`src/rtl/bcd_pkg.sv`:
```
// Shared BCD definitions: digit width, largest legal digit value, and a validity test.
package bcd_pkg;

    localparam int BCD_W = 4;
    localparam logic [BCD_W-1:0] BCD_MAX = 4'd9;

    typedef logic [BCD_W-1:0] bcd_digit_t;

    function automatic logic bcd_valid(input bcd_digit_t digit);
        return (digit <= BCD_MAX);
    endfunction

endpackage

```
`src/rtl/bcd_digit.sv`:
```
// One decade of the counter. The digit stays in 0-9, and step_out ripples the step to the next decade.
module bcd_digit
    import bcd_pkg::*;
(
    input  logic       clk,
    input  logic       rst,
    input  logic       step_in,
    input  logic       up,
    input  logic       load,
    input  bcd_digit_t load_digit,
    output bcd_digit_t digit,
    output logic       step_out
);

    bcd_digit_t digit_q;
    bcd_digit_t digit_d;

    always_comb begin
        digit_d = digit_q;
        if (load) begin
            digit_d = load_digit;
        end else if (step_in) begin
            if (up) begin
                digit_d = (digit_q == BCD_MAX) ? 4'd0 : digit_q + 4'd1;
            end else begin
                digit_d = (digit_q == 4'd0) ? BCD_MAX : digit_q - 4'd1;
            end
        end
    end

    always_ff @(posedge clk) begin
        if (rst) begin
            digit_q <= '0;
        end else begin
            digit_q <= digit_d;
        end
    end

    // The ripple is combinational, so every decade settles within the same cycle.
    assign step_out = step_in & (up ? (digit_q == BCD_MAX) : (digit_q == 4'd0));
    assign digit    = digit_q;

endmodule

```
`src/rtl/bcd_counter.sv`:
```
// Multi-decade BCD up/down counter with a validated synchronous load.
// It raises a carry pulse when it wraps and a load_err pulse when it rejects a load.
module bcd_counter
    import bcd_pkg::*;
#(
    parameter int NUM_DIGITS = 2
) (
    input  logic                          clk,
    input  logic                          rst,
    input  logic                          en,
    input  logic                          up,
    input  logic                          load,
    input  logic [BCD_W*NUM_DIGITS-1:0]   load_val,
    output logic [BCD_W*NUM_DIGITS-1:0]   bcd,
    output logic                          carry,
    output logic                          load_err
);

    logic [NUM_DIGITS:0]   step_w;
    logic [NUM_DIGITS-1:0] valid_w;
    logic                  load_ok;
    logic                  load_accept;
    logic                  carry_q;
    logic                  carry_d;
    logic                  load_err_q;
    logic                  load_err_d;

    // A load cycle swallows the count step, whether the load is accepted or rejected.
    assign step_w[0]   = en & ~load;
    assign load_ok     = &valid_w;
    assign load_accept = load & load_ok;

    generate
        for (genvar gi = 0; gi < NUM_DIGITS; gi++) begin : g_digit
            assign valid_w[gi] = bcd_valid(load_val[BCD_W*gi +: BCD_W]);

            bcd_digit u_digit (
                .clk        (clk),
                .rst        (rst),
                .step_in    (step_w[gi]),
                .up         (up),
                .load       (load_accept),
                .load_digit (load_val[BCD_W*gi +: BCD_W]),
                .digit      (bcd[BCD_W*gi +: BCD_W]),
                .step_out   (step_w[gi+1])
            );
        end
    endgenerate

    assign carry_d    = step_w[NUM_DIGITS];
    assign load_err_d = load & ~load_ok;

    always_ff @(posedge clk) begin
        if (rst) begin
            carry_q    <= 1'b0;
            load_err_q <= 1'b0;
        end else begin
            carry_q    <= carry_d;
            load_err_q <= load_err_d;
        end
    end

    assign carry    = carry_q;
    assign load_err = load_err_q;

endmodule

```
`config.mk`:
```
export PLATFORM = sky130hd
export DESIGN_NAME = bcd_counter
export DESIGN_NICKNAME = d
export VERILOG_FILES = /design/src/rtl/bcd_pkg.sv /design/src/rtl/bcd_digit.sv /design/src/rtl/bcd_counter.sv
export SDC_FILE = /design/constraint.sdc
export NUM_CORES = 1
export LEC_CHECK = 0
export ABC_AREA = 0
export ABC_CLOCK_PERIOD_IN_PS = 2800
export CORE_UTILIZATION = 25
export DETAILED_ROUTE_END_ITERATION = 12
export PLACE_DENSITY_LB_ADDON = 0.25
export SYNTH_ARGS = -nofsm -noshare
export SYNTH_HDL_FRONTEND = slang
export SYNTH_HIERARCHICAL = 1
export SYNTH_SLANG_ARGS = --single-unit
```
`constraint.sdc`:
```
create_clock -name clk -period 2.8 [get_ports clk]
set_clock_uncertainty 0.15 [all_clocks]
set_input_delay 0.56 -clock clk [delete_from_list [all_inputs] [get_ports clk]]
set_output_delay 0.56 -clock clk [all_outputs]
set_load 0.01 [all_outputs]
```
==> flow_summary_export.csv, run 1 <==
group,metric,value,unit
cts,cts_sinks,10,
pwr,p_leak,0.3757,nW
yosys,synth_nets,104,
die,initial_core_util,26.59,%
routing,drt_iter0_drc,6,
routing,routed_wl,1806,µm
routing,drc,0,
worst_setup_path,reg2reg_from,"g_digit[0].u_digit/digit[0]",
global_route,gr-total-overflow,0,
yosys,synth.most_common_cell,"a21oi_1",
global_route,grt_max_degree,19,
cts,tritoncts,"built",
die,fp-row-count,19,
finish,final_util,36.57,%
cts,cts-root-buf,"clkbuf_4",
worst_setup_path,crit_end,"g_digit[1].u_digit/digit[2]",
die,die_x,56.16,µm
worst_setup_path,worstPathArrival,2110,ps
sta,tightest_slew,424.5,ps
sta,setup_viol,0,
finish,n_fill_cell,296,
min_path,hp-start,"g_digit[1].u_digit/digit[2]",
yosys,synth_edf_count,0,
global_route,antenna_found_initial,0,
sta,min_period_over_period,75.38,%
min_path,holdPathStages,2,
cts,ctsResizeCount,0,
yosys,syn_area,733.2,µm²
die,core,2758,µm²
worst_setup_path,rrSetupSlack,960,ps
worst_setup_path,worstPathMaxFanout,7,
pwr,peakVddDrop,0.0002465,V
yosys,synthArstFlopShare,0,%
yosys,synth_ff_type,"dfxtp_1",
placement,place.gp.congestion,0.7894,
yosys,synth.distinct_cells,22,
cts,clk_latency,280,ps
run,maxCapViolations,0,
global_route,grtUsageTotal,12.58,%
placement,io_buffers,22,
finish,fin_cells,145,
die,dieHeight,56.16,µm
routing,first_pass_iters,4,
worst_setup_path,r2r-end,"g_digit[1].u_digit/digit[2]",
cts,cts_max_level,1,
cts,cts_setup_buffers,0,
worst_setup_path,r2r_cells,5,
yosys,avgSynthCellArea,8.057,µm²
routing,vias,720,
routing,final_antenna_net_count,0,
die,io_pins,23,
pwr,powerDensity,438.2,nW/µm²
global_route,grt_pass1_wl,2980,µm
sta,rsz0062_at_grt,"false",
yosys,yosysWarnings,6,
worst_setup_path,cp_data_required_time,2800,ps
cts,cts_buffers,3,
yosys,yosysSeqAreaShare,27.30,%
finish,layout-area-overhead-vs-synth,37.54,%
placement,dp_cells,141,
yosys,synth_area_leaders,"dfxtp_1, a21oi_1, xnor2_1, inv_1, a2111oi_2",
sta,fmax,0.4738,GHz
yosys,yosysTopAreaCell,"dfxtp_1",
sta,slew_headroom,71.61,%
worst_setup_path,cp-start-kind,"primary input",
cts,ctsLongestPathBuffers,2,
min_path,min_path_type,"flip-flop to flip-flop",
routing,wl_per_cell,12.46,µm
finish,drive_gt1_share,13.16,%
finish,nets,128,
worst_setup_path,end_kind,"flip-flop",
status,status,"complete, no violations",
worst_setup_path,startpoint,"up",
yosys,synthDominantCellAreaShare,27.30,%
cts,path_clk_slew,70,ps
global_route,grt_pass1_vias,670,
cts,cts_hold_buf,0,
die,die_area,3153,µm²
yosys,ys_seq_elements,10,
placement,dp.final_hpwl,1345,µm
worst_setup_path,crit_type,"primary input to flip-flop",
sta,slew_violations,0,
routing,via_per_inst,4.966,
sta,min_period,2111,ps
sta,tns,0,ps
yosys,synth_cells,91,
finish,diodes,0,
yosys,synth_common_cells,"a21oi_1, dfxtp_1, inv_1, nor2_1, xnor2_1",
sta,final_hold_viol_count,0,
worst max-delay path, stage by stage:
cell             delay (ps)
clkdlybuf4s50_1         540
and3_1                  200
o2111a_1                360
nand2b_1                110
a211oi_1                270
a2111oi_2                60
layout by cell type (no fill, tap or decap):
cell             netlist  layout
o2111ai_1              2       2
a2111oi_2              2       2
a221oi_1               2       2
xnor2_1                6       6
o2111a_1               2       2
nor2_1                 8       8
clkbuf_8               0       1
o21ai_1                4       4
mux2_4                 2       2
or3_4                  2       2
a21oi_1               13      13
nor2b_1                2       2
dfxtp_1               10      10
buf_4                  0       3
and3_1                 3       3
clkbuf_4               0       3
a211oi_1               4       4
nand3_1                2       2
clkdlybuf4s50_1        0      22
o21ai_2                2       2
xor2_1                 2       2
nand2b_1               3       3
inv_1                 10      10
nor3_1                 4       4
area by class of cell:
class / count / area [µm²] / share of cell area [%]
tap: 31 / 38.79 / 3.846
sequential: 10 / 200.2 / 19.85
timing repair buffer: 25 / 242.7 / 24.07
inverter: 10 / 37.54 / 3.722
clock buffer: 4 / 36.28 / 3.598
multi-input combinational: 65 / 452.9 / 44.91
cells by family (layout without fill, tap and decap cells):
kind of cell	after synthesis	after routing	synth area share (%)
buffers and inverters	16	39	10.92
AO/OA/AOI/OAI	31	31	30.04
XOR/XNOR	8	8	9.557
AND/OR/NAND/NOR	24	24	18.09
flip-flops	10	10	27.30
multiplexers	2	2	4.096
power breakdown:
group | internal [W] | switching (W) | leakage (nW) | total (W)
registers | 0.000153 | 0.0000187 | 0.0821 | 0.000171
logic | 0.0000736 | 0.0000556 | 0.273 | 0.000129
clock network | 0.0000792 | 0.0000624 | 0.0210 | 0.000142
total | 0.000305 | 0.000137 | 0.376 | 0.000442
stage by stage:
stage | hold WS, ps | power [W] | area, µm² | worst slack (ps)
global route | 589.9 | 0.0004664 | 1008 | 588.3
finish | 557.0 | 0.0004419 | 1008 | 689.3
global placement | 547.1 | 0.0003036 | 972.2 | 437.2
detailed placement | 542.0 | 0.0003037 | 972.2 | 417.8
CTS | 556.8 | 0.0004465 | 1008 | 678.6
floorplan | 479.1 | 0.0002525 | 733.2 | 1026
per-layer routing:
layer  share of wire, %  vias to the layer above  global-route usage (%)  wire length (µm)
li1                   -                      369                       -                 -
met1                 48                      323                   14.73               870
met2                 44                       24                   19.22               803
met3                4.4                        4                   3.721                79
met4                2.9                        0                   9.408                52
met5                  0                        -                       0                 0
state kept, by name (all words and copies together), names as in the netlist:
register and count:
load_err 1, carry 1, g_digit.u_digit/digit 8
how the worst min path moves through the flow:
stage                                        endpoint
after floorplan           g_digit[0].u_digit/digit[3]
after global placement    g_digit[1].u_digit/digit[1]
after detailed placement  g_digit[1].u_digit/digit[1]
after CTS                 g_digit[1].u_digit/digit[1]
after global routing      g_digit[1].u_digit/digit[1]
final                     g_digit[1].u_digit/digit[1]
(Power assumes the default switching activity.)
==> inputs of run 2 (changes only) <==
--- a/config.mk
+++ b/config.mk
@@ -6,7 +6,7 @@
 export NUM_CORES = 1
 export LEC_CHECK = 0
 export ABC_AREA = 0
-export ABC_CLOCK_PERIOD_IN_PS = 2800
+export ABC_CLOCK_PERIOD_IN_PS = 1900
 export CORE_UTILIZATION = 25
 export DETAILED_ROUTE_END_ITERATION = 12
 export PLACE_DENSITY_LB_ADDON = 0.25
==> constraint.sdc (replaced) <==
create_clock -name clk -period 1.9 [get_ports clk]
set_clock_uncertainty 0.15 [all_clocks]
set_input_delay 0.38 -clock clk [delete_from_list [all_inputs] [get_ports clk]]
set_output_delay 0.38 -clock clk [all_outputs]
set_load 0.01 [all_outputs]
==> flow_summary_export.csv, run 2 (synthesis results as in run 1) <==
group,metric,value,unit
pwr,peakVddDrop,0.0003298,V
pwr,pwr-share-comb,36.4,%
worst_setup_path,crit_path_max_incr_delay,540,ps
routing,vias,788,
routing,wl_per_cell,11.68,µm
global_route,grt.met3_usage,2.558,%
global_route,grt_max_degree,10,
cts,cts_setup_buffers,0,
die,die_area,3153,µm²
placement,io_buffers,22,
routing,first_pass_iters,4,
cts,cts-root-buf,"clkbuf_4",
sta,fmax,0.5442,GHz
sta,min_period_over_period,96.71,%
min_path,min_path_type,"primary input to flip-flop",
finish,diodes,0,
die,dieHeight,56.16,µm
run,maxCapViolations,0,
global_route,antenna_found_initial,0,
cts,ctsLongestPathBuffers,2,
worst_setup_path,critical_path.slowest_cell,"clkdlybuf4s50_1",
sta,final_hold_viol_count,0,
global_route,grt_pass1_wl,3139,µm
worst_setup_path,crit_type,"flip-flop to output pin",
sta,rsz0062_at_grt,"false",
status,status,"complete, no violations",
sta,min_period,1837,ps
routing,drc,0,
routing,via_per_inst,4.925,
pwr,seqPwrFrac,39.7,%
worst_setup_path,cp-start-kind,"flip-flop",
pwr,power.switching,0.0001928,W
cts,tritoncts,"built",
pwr,p_leak,0.4572,nW
die,initial_core_util,26.59,%
cts,cts_buffers,3,
cts,cts_max_level,1,
pwr,powerDensity,551.3,nW/µm²
global_route,grt.busiest_layer,"met2",
global_route,met2_usage,20.41,%
finish,drive_gt1_share,28.68,%
cts,path_clk_slew,70,ps
global_route,grt_pass1_vias,731,
die,core,2758,µm²
finish,final_common_cell,"clkdlybuf4s50_1",
finish,regMostFlops,"g_digit.u_digit/digit",
worst_setup_path,worstPathMaxFanout,6,
pwr,p_total,0.0006243,W
die,die_x,56.16,µm
worst_setup_path,end_kind,"output pin",
placement,place.gp.congestion,0.8627,
global_route,grtUsageTotal,12.97,%
pwr,power_frac_clock,23.9,%
routing,drt_iter0_drc,9,
pwr,p_int,0.0004315,W
sta,slew_headroom,74.76,%
global_route,gr-total-overflow,0,
finish,layout-area-overhead-vs-synth,54.44,%
placement,dp.final_hpwl,1458,µm
die,io_pins,23,
worst_setup_path,crit_chain,"buf_4 -> clkdlybuf4s50_1",
finish,nets,144,
pwr,switching_share,30.89,%
finish,largest_reg_flops,8,
worst_setup_path,worstPathArrival,1310,ps
die,fp-row-count,19,
cts,cts_sinks,10,
global_route,grt.met1_usage,16.01,%
cts,clk_latency,270,ps
sta,slew_violations,0,
finish,mostFrequentLayoutCells,"clkdlybuf4s50_1, buf_4, a21oi_1",
placement,dpl_cell_area,1092,µm²
worst_setup_path,cp_data_required_time,1370,ps
routing,routed_wl,1868,µm
finish,final_area,1132,µm²
sta,tightest_slew,377.5,ps
sta,setup_viol,0,
routing,final_antenna_net_count,0,
[run 2: cell count changes in the layout (fill, tap and decap cells not counted), sizes merged]
cell | before | now
dlymetal6s2s | 0 | 1
buf | 3 | 19
clkbuf | 4 | 3
clkdlybuf4s50 | 22 | 21
[run 2: power by group through the flow]
stage                     registers, W  logic [W]  clock network [W]
after floorplan               0.000254   0.000119                  0
after global placement        0.000251   0.000223                  0
after detailed placement      0.000251   0.000224                  0
after CTS                     0.000247   0.000226           0.000154
after global routing          0.000251   0.000248           0.000170
final                         0.000248   0.000227           0.000149
[run 2: per-stage QoR]
stage | utilization [%] | std cells | hold WS (ps) | setup TNS, ps | worst slack (ps)
2_1_floorplan | - | 91 | 299.1 | 0 | 249.2
3_3_place_gp | 39.61 | 157 | 559.6 | -1723 | -246.6
3_5_place_dp | 39.61 | 157 | 560.2 | -1928 | -288.2
4_1_cts | 40.52 | 160 | 566.6 | 0 | 15.49
5_1_grt | 41.06 | 160 | 580.9 | 0 | 5.272
6_report | 41.06 | 160 | 565.3 | 0 | 62.56
[run 2: final timing paths]
| check | start | endpoint | slack (ps) | depth (start not counted) |
|---|---|---|---|---|
| setup / recovery | g_digit[0].u_digit/digit[0] | bcd[0] | 60 | 2 |
| hold / removal | up | g_digit[0].u_digit/digit[1] | 570 | 5 |
| setup reg to reg | g_digit[0].u_digit/digit[0] | g_digit[0].u_digit/digit[3] | 220 | 5 |
| hold reg to reg | g_digit[1].u_digit/digit[1] | g_digit[1].u_digit/digit[1] | 580 | 4 |
[run 2: final cells by class]
cell class,count,area (µm²)
fill,278,1625
multi-input combinational,65,464.2
timing repair buffer,41,365.4
sequential,10,203.9
tap,31,38.79
inverter,10,37.54
clock buffer,3,22.52
[run 2: worst max-delay path: cells and delay by family, from the launching register on]
kind,cells,cell delay [ps]
buffers and inverters,2,700
DFF,1,340
[run 2: repair_timing]
item | 4_1_cts | 5_1_grt
pin swaps | 0 | 1
gates resized for setup | 2 | 6
hold endpoints to repair | 0 | 0
setup endpoints to repair | 2 | 7
hold buffers | 0 | 0
[run 2: layer usage]
metal	routed length (µm)	part of all wire, %	vias up
li1	-	-	406
met3	105	5.6	2
met4	27	1.4	0
met5	0	0	-
met1	896	48	351
met2	838	45	29
